--- src/rtl/multicycle_control_unit.sv ---
// Multi-cycle fetch/decode/execute/writeback sequencer in front of the 8-entry register file.
// Define RETIRE_CNT_EN to add the 32-bit retired-instruction counter output.
module multicycle_control_unit #(
    parameter int W   = 32,
    parameter int PCW = 8
) (
    input  logic           clock,
    input  logic           reset,
    output logic           imem_req,
    output logic [PCW-1:0] imem_addr,
    input  logic           imem_ack,
    input  logic [15:0]    imem_data,
    output logic [2:0]     rs1,
    output logic [2:0]     rs2,
    output logic [2:0]     rs3,
    output logic           we,
    output logic           is_branch,
    output logic [2:0]     alu_op,
    output logic           imm_sel,
    output logic [W-1:0]   imm_out,
    output logic [W-1:0]   pc_out,
    output logic           halted
`ifdef RETIRE_CNT_EN
    ,
    output logic [31:0]    retired
`endif
);

    typedef enum logic [2:0] {
        S_FETCH  = 3'd0,
        S_DECODE = 3'd1,
        S_EXEC   = 3'd2,
        S_WB     = 3'd3,
        S_HALT   = 3'd4
    } state_t;

    localparam logic [3:0] OP_LDI  = 4'd5;
    localparam logic [3:0] OP_BR   = 4'd6;
    localparam logic [3:0] OP_HALT = 4'd7;

    state_t         r_state;
    logic [PCW-1:0] r_pc;
    logic [15:0]    r_ir;

    logic [3:0]     w_op;
    logic [2:0]     w_rd;
    logic           w_alu_class;
    logic           w_in_wb;

    // Branch offset is relative to the already-incremented pc, wrapping mod 2^PCW.
    function automatic logic [PCW-1:0] branch_target(input logic [PCW-1:0] pc,
                                                     input logic [5:0]     imm6);
        logic signed [31:0] off;
        off = 32'(signed'(imm6));
        return pc + off[PCW-1:0];
    endfunction

    assign w_op        = r_ir[15:12];
    assign w_rd        = r_ir[11:9];
    assign w_alu_class = (w_op <= OP_LDI);
    assign w_in_wb     = (r_state == S_WB);

    always_ff @(posedge clock) begin
        if (reset) begin
            r_state <= S_FETCH;
            r_pc    <= '0;
            r_ir    <= '0;
        end else begin
            case (r_state)
                S_FETCH: begin
                    if (imem_ack) begin
                        r_ir    <= imem_data;
                        r_pc    <= r_pc + PCW'(1);
                        r_state <= S_DECODE;
                    end
                end
                S_DECODE: begin
                    if (w_op == OP_HALT) begin
                        r_state <= S_HALT;
                    end else if (w_op[3]) begin
                        r_state <= S_FETCH;
                    end else begin
                        r_state <= S_EXEC;
                    end
                end
                S_EXEC: r_state <= S_WB;
                S_WB: begin
                    if (w_op == OP_BR) begin
                        r_pc <= branch_target(r_pc, r_ir[5:0]);
                    end
                    r_state <= S_FETCH;
                end
                S_HALT:  r_state <= S_HALT;
                default: r_state <= S_FETCH;
            endcase
        end
    end

    // Every output is a pure decode of the state and instruction registers.
    assign imem_req  = (r_state == S_FETCH);
    assign imem_addr = r_pc;
    assign rs1       = r_ir[8:6];
    assign rs2       = r_ir[5:3];
    assign rs3       = w_rd;
    assign we        = w_in_wb && w_alu_class && (w_rd != 3'd7);
    assign is_branch = w_in_wb && (w_op == OP_BR);
    assign alu_op    = w_alu_class ? w_op[2:0] : 3'd0;
    assign imm_sel   = (w_op == OP_LDI);
    assign imm_out   = W'(r_ir[5:0]);
    assign pc_out    = W'(r_pc);
    assign halted    = (r_state == S_HALT);

`ifdef RETIRE_CNT_EN
    logic [31:0] r_retired;

    always_ff @(posedge clock) begin
        if (reset) begin
            r_retired <= '0;
        end else if (w_in_wb) begin
            r_retired <= r_retired + 32'd1;
        end
    end

    assign retired = r_retired;
`endif

endmodule

--- config.mk ---
export PLATFORM = sky130hd
export DESIGN_NAME = multicycle_control_unit
export DESIGN_NICKNAME = d
export VERILOG_FILES = /design/src/rtl/multicycle_control_unit.sv
export SDC_FILE = /design/constraint.sdc
export NUM_CORES = 1
export LEC_CHECK = 0
export BUFFER_PORTS_ARGS = -buffer_cell sky130_fd_sc_hd__buf_2
export CAP_MARGIN = 20
export CELL_PAD_IN_SITES_DETAIL_PLACEMENT = 1
export CELL_PAD_IN_SITES_GLOBAL_PLACEMENT = 2
export CORE_ASPECT_RATIO = 0.8
export CORE_MARGIN = 2
export CORE_UTILIZATION = 21
export CTS_CLUSTER_DIAMETER = 120
export DETAILED_ROUTE_END_ITERATION = 10
export GPL_ROUTABILITY_DRIVEN = 0
export PLACE_DENSITY = 0.85
export SETUP_SLACK_MARGIN = 0.02
export SYNTH_ARGS = -nofsm -noshare
export SYNTH_HDL_FRONTEND = slang
export SYNTH_SLANG_ARGS = --single-unit
--- constraint.sdc ---
create_clock -name clock -period 2.8 [get_ports clock]
set_clock_uncertainty 0.2 [all_clocks]
set_input_delay 0.28 -clock clock [delete_from_list [all_inputs] [get_ports clock]]
set_output_delay 0.28 -clock clock [all_outputs]
set_load 0.005 [all_outputs]
==> out/summary.md, run 1 <==
The tools report the via count of the first global-routing pass as 1,378. Fraction of layout cells with a size suffix above 1: 26.1%. The commonest cells after synthesis are buf_4, nand2_1, dfxtp_1. By instance count, the leading cell after synthesis is buf_4. The power density over cell area was 448 nW/um2; the final net count was 298. The final critical-path share of the clock period was 91.6%. The worst hold path passes through 3 cells. The worst setup path is of the flop to flop kind. For the post-layout instance count excluding filler cells, the log shows 387. The global-route wire length before repair is 7.20 mm, and the area occupied by multi-input gates is 1000 um2. Using the TritonRoute via totals, the vias-per-cell ratio works out to 3.77. The chip height was 90.6 um; the leftover overflow at the end of global routing was 0. The worst IR drop on VDD was 252 uV.

The total of flip-flops plus latches after synthesis was 27. The number of antenna violations at the first check in global routing was 0. TritonCTS built the clock tree.

Clock period minus worst slack: 2570 ps. The worst path meets setup with 234 ps of slack. OpenSTA, run right after detailed placement, puts the worst setup slack at 87.6 ps. The antenna diode count is 0, and the biggest fanout along the worst timing path is 8. The top cell type by area accounts for 27.8% of the synthesized area.

The clock net in this run drives a total of 27 sinks. At the pin with the least slew margin, the transition time is 592 ps. The total of buffers placed on input and output ports works out to 57. Once the floorplan was initialized, standard cells occupied 21.7% of the core. The required time reported for the critical path endpoint came out at 2760 ps.

The number of failing setup endpoints in the final timing report is 0. The level count of the clock H-tree is 1, and the number of violations reported at the end of detailed-routing iteration 0 is 37. The netlist uses 40 different library cells. Top-level port count: 108.

The cell type with the highest aggregate area in the netlist is buf_4. Once placement finished, the instance area stood at 2000 um2. Summing over every cut layer, the via total after detailed routing is 1,460. The run gives 4 as the number of detailed-route iterations in the first pass. Ranked by total cell area, the synthesized netlist is headed by buf_4, dfxtp_1, nand2_1. In this run, CTS created clock tree buffers numbering 3.

For this run, design rule violations remaining after detail routing come to 0. Clock-pin slew was measured on the worst setup and hold paths at 70 ps. The final setup TNS was 0 ps. Setup repair after global routing left no endpoint under its margin.

The tools report the clock latency on the worst-skew pair as 270 ps. The run finished with clean final reports. Buffer cell driving the clock tree root: clkbuf_16. The layout has 1,137 filler cells.

The relative max-transition margin was 60.6%; the number of rows in the core area was 31. The number of placed instances with taps included came out at 383. The nature of the critical path startpoint was a flop. The tools report the sequential-to-total area share from yosys stat as 27.5%. Entering global routing, the biggest net connects 31 pins. The run gives 0 as the max-slew violation count. Summed instance area of the synthesized netlist: 1970 um2. In the final layout, flip-flops and latches occupy 541 um2. The area added between synthesis and finish is 6.04%, and the post-synthesis async set-or-reset flop share is 0%. After detailed routing, the average wire length per cell comes to 11.9 um. STA classifies the critical path endpoint as a flop.

During synthesis, Yosys emitted a total of 0 warnings. The die covers 10,200 um2. Hold timing on the final database bottoms out at a slack of 45.6 ps. The instance count of the mapped netlist was 243; the average footprint of a synthesized cell was 8.10 um2.

The overall die width works out to 112 um. The data arrival at the endpoint of the critical path was 2520 ps. The number of synthesized flops with an enable pin is 0, and the top achievable clock speed is 390 MHz. The worst hold path belongs to the class primary input to flop. Once layout is done, the placed cells without fillers occupy 2090 um2. The area of the core was 9080 um2.

For the hold violation total from the final report, the log shows 0. The final HPWL from detailed placement was 3.64 mm. For the all-layer global routing usage, the log shows 8.76%.

The tools report the number of buffers between clock root and the deepest sink as 2. For this run, the leading register cell type out of synthesis is dfxtp_1. Summed over all layers, the routed wires come to 4.61 mm. The depth of the worst register-to-register path was 9; the static leakage was 0.00105 uW. For the max-capacitance violation count, the log shows 0.

The number of antenna-violating nets in the routed design came out at 0.
[worst paths after layout]
| path | startpoint | endpoint | slack, ps |
|---|---|---|---|
| worst max-delay path | r_state[2] | imem_addr[5] | 230 |
| worst min-delay path | imem_data[6] | r_ir[6] | 50 |
| worst max register to register | r_state[2] | imem_addr[5] | 230 |
| worst min register to register | r_ir[6] | r_ir[6] | 260 |
[power by group]
part           internal, uW  total (uW)  switching, uW  leakage, uW
clock network           198         347            149    0.0000415
registers               406         427           20.5     0.000221
logic                  64.1         161           96.8     0.000786
[layer usage]
metal	up-vias	wire, um	track usage (%)
li1	729	-	-
met1	682	2230	11.8
met2	47	2060	13.9
met3	2	278	2.55
met4	0	35	1.83
met5	-	0	0
[final cells by class]
cell class | count | area share (%)
repair buffers | 60 | 14.7
clock inverters | 1 | 0.420
multi-input cells | 178 | 47.9
clock buffers | 3 | 3.60
flip-flops and latches | 27 | 25.9
inverters | 3 | 0.540
well taps | 115 | 6.89
[worst max-delay path, cell delays in order, from the launching register on]
cell and delay (ps):
dfxtp_1 330, and3b_2 270, nand2_1 140, inv_1 60
ha_1 290, a211oi_1 240, o21bai_1 130, a21oi_2 210
mux2i_1 240, mux2_2 350
[stage by stage]
step	utilization, %	total power (uW)
4_1_cts	22.9	957
2_1_floorplan	-	612
6_report	23.0	935
3_5_place_dp	22.0	600
5_1_grt	23.0	993
3_3_place_gp	22.0	596
[flip-flops by register name (all words and copies together) (netlist names)]
name / count
r_state: 3
imem_addr: 8
r_ir: 16
[cell families (layout without fill, tap and decap cells)]
logic type | count (synthesis) | in the layout | synth area share [%]
AOI/OAI and AO/OA | 34 | 34 | 11.6
xor gates and xnor gates | 2 | 2 | 0.890
adders and majority gates | 6 | 6 | 4.20
buffers and inverters | 87 | 67 | 31.3
DFF | 27 | 27 | 27.5
muxes | 10 | 10 | 5.28
other | 1 | 50 | 0.191
and+or+nand+nor | 76 | 76 | 19.1
[timing repair]
item,4_1_cts,5_1_grt
buffers inserted,0,0
setup endpoints to repair,0,3
resized for setup,0,3
hold buffers,0,0
hold endpoints to repair,0,0
[cell usage in the layout, fill, tap and decap left out, drive strengths merged, types with 4 or more instances in the layout]
cell and instances:
buf 60, conb 50, nand2 36, dfxtp 27, a21oi 20, nor2 13, mux2i 7, and2 6
nor2b 5, ha 5, inv 4, o21ai 4
Note: power is estimated with default switching activity, not from simulation.
==> run 2, diff against run 1 <==
--- a/config.mk
+++ b/config.mk
@@ -15,7 +15,8 @@
 export CTS_CLUSTER_DIAMETER = 120
 export DETAILED_ROUTE_END_ITERATION = 10
 export GPL_ROUTABILITY_DRIVEN = 0
-export PLACE_DENSITY = 0.85
+export GPL_TIMING_DRIVEN = 0
+export PLACE_DENSITY = 0.75
 export SETUP_SLACK_MARGIN = 0.02
 export SYNTH_ARGS = -nofsm -noshare
 export SYNTH_HDL_FRONTEND = slang
==> run 2 against run 1 <==
Cell area up 30%. Die area did not move. Final cell count grew 21%. Via count up 17%. Largest power group unchanged.
==> out/summary.md, run 2 (synthesized netlist as in run 1, its figures left out) <==
The run finished with clean final reports. The number of violations reported at the end of detailed-routing iteration 0 is 34 (-8.1%). The share of total power in combinational logic came out at 24.7% (+7.5 points). For the number of detailed-route iterations in the first pass, the log shows 4 (unchanged). The highest metal layer carrying signal wires in the routed design is met4. The sink count of the clock tree was 27 (unchanged); the number of rows in the core area was 31 (unchanged). The via count of the first global-routing pass is 1,652 (+20%), and the clock period minus worst slack is 2680 ps (+119 ps). The number of placed instances with taps included was 464 (+21%). TritonCTS built the clock tree. The run gives 9.78% (+1.0 points) as the all-layer global routing usage.

The slowest stage of the critical path is the mux2_2 cell. The worst hold path belongs to the class primary input to flop. The fraction of layout cells with a size suffix above 1 came out at 43.8% (+18 points). The nature of the critical path startpoint was a flop. The largest net degree at the start of global routing was 16 (-48%).

The run gives 9080 um2 (unchanged) as the area of the core. The tools report the clock latency on the worst-skew pair as 260 ps (about the same). The final routed DRC violation total is 0 (unchanged). For the global-route wire length before repair, the log shows 8.05 mm (+12%). The power density over cell area was 372 nW/um2 (-17%); the design area was 2720 um2 (+30%).

The data arrival at the endpoint of the critical path came out at 2640 ps (+120 ps). The logs give 2580 um2 (+29%) for the placed cell area and 3 (unchanged) for the total clock buffers created by CTS. The delay of the slowest critical-path stage came out at 340 ps (about the same). The logs give 2 (unchanged) for the number of buffers between clock root and the deepest sink and 33.0% (-4.1 points) for the clock network power share.

The initial core utilization came out at 21.7% (unchanged). The tools report the final HPWL from detailed placement as 4.10 mm (+13%). The top cell types in the final layout, fill and taps aside, are buf_4, buf_2, conb_1, nand2_1, dfxtp_1.

The switching part of the total was 27.2% (-1.3 points); the area added between synthesis and finish was 38.0%. The top achievable clock speed came out at 372 MHz (-4.4%). For the cell-internal power, the log shows 736 uW (+10%). The number of vias in the routed layout is 1,703 (+17%).

The max-slew violation count is 0 (unchanged), and the sum of met2 wire segment lengths after detailed routing is 2.30 mm (+11%). Final net count: 380 (+28%). The run gives 42.3% (-3.4 points) as the share of total power in sequential cells. The static leakage is 0.00147 uW (+40%), and the post-CTS clock slew at the launch and capture registers of the worst setup and hold paths is 70 ps (about the same). The category of the worst setup path capture point was a flop. The run gives 1 (unchanged) as the level count of the clock H-tree. Number of antenna-violating nets in the routed design: 0 (unchanged). For the routed metal-1 wire length, the log shows 2.35 mm (+5.4%). The logs give 108 (unchanged) for the top-level port count and 1010 uW (+8.2%) for the overall power after layout. The signal on the critical path passes through buf_4 -> and3b_2 -> and2_1 -> ha_1 -> nor2b_2 -> o31a_1 -> o211a_1 -> o21ai_2 -> mux2_2. The final setup TNS was 0 ps (unchanged). The biggest fanout along the worst timing path was 9 (+1); the number of antenna violations at the first check in global routing was 0 (unchanged). The total of buffers placed on input and output ports was 57 (unchanged). The chip height came out at 90.6 um (unchanged). The setup path with the least slack is of type flop to flop. The tools report the antenna diode count as 0 (unchanged). The average via count per standard cell works out to 3.63 (-3.8%). Register name with the most flops: r_ir. The number of failing setup endpoints in the final timing report was 0 (unchanged); the net switching power figure was 275 uW (+3.2%).

The average wire per standard cell came out at 10.6 um (-11%). The overall die width came out at 112 um (unchanged). For the wire length reported by the detailed router, the log shows 4.97 mm (+8.0%). The post-layout instance count excluding filler cells was 469 (+21%); the hold violation total from the final report was 0 (unchanged). Setup repair after global routing left no endpoint under its margin. The routed length on met3 was 288 um (+3.6%).

Required time reported for the critical path endpoint: 2750 ps (about the same). The run gives 244 uV (-3.1%) as the worst IR drop on VDD. The final critical-path share of the clock period is 95.9% (+4.3 points), and the flip-flop count of the largest register after layout is 16 (unchanged). The library cell used most frequently in the layout, excluding fill and tap cells, is buf_4. The fraction of the core area covered by cells at the end of the flow was 29.9% (+6.9 points). In this run the clock root is driven by a clkbuf_16. The leftover overflow at the end of global routing is 0 (unchanged), and the die outline area is 10,200 um2 (unchanged). The max-capacitance violation count was 0 (unchanged).
==> run 2: changes by cell type in the layout (fill, tap and decap cells not counted), sizes merged <==
cell	change
inv	-1
buf	+76
clkinv	+1
clkbuf	+6
==> run 2: layer usage <==
metal / vias up / global-route usage [%]
met5: - / 0
met4: 0 / 2.13
met3: 4 / 2.75
met2: 46 / 15.7
met1: 759 / 13.1
li1: 894 / -
==> run 2: area by class of cell <==
type,instances,area [um2]
clock inverters,1,5.00
plain buffers,82,601
well taps,115,144
flip-flops and latches,27,542
clock buffers,3,75.1
repair buffers,60,308
inverters,3,11.3
multi-input cells,178,1030
fillers,1143,6360
==> run 2: critical path: cells and delay by family (launching register included) <==
kind | cells | cell delay (ps)
buffers and inverters | 1 | 150
muxes | 1 | 340
and+or+nand+nor | 3 | 600
AOI/OAI and AO/OA | 3 | 660
adders and majority gates | 1 | 320
DFF | 1 | 300
==> run 2: stage by stage <==
stage / worst slack, ps / hold WS, ps
final: 115 / 49.3
after global routing: 13.3 / 57.0
after CTS: 34.9 / 43.4
after detailed placement: -369 / 253
after global placement: -277 / 244
after floorplan: 72.3 / 216
==> run 2: final timing paths <==
path,slack (ps),to,cells after the start,from
setup / recovery,120,imem_addr[6],9,r_state[1]
hold / removal,50,r_ir[6],3,imem_data[6]
setup reg to reg,120,imem_addr[6],9,r_state[1]
hold reg to reg,260,r_ir[7],2,r_ir[7]
==> run 2: repair_timing <==
item,4_1_cts,5_1_grt
hold buffers,0,0
resized for setup,6,6
setup endpoints to repair,4,3
setup buffers,2,1
pin swaps,2,3
==> run 2: power by group through the flow <==
stage	logic, uW	clock network [uW]	registers [uW]
after floorplan	181	0	431
after global placement	240	0	436
after detailed placement	245	0	437
after CTS	248	352	428
after global routing	282	359	432
final	250	334	427
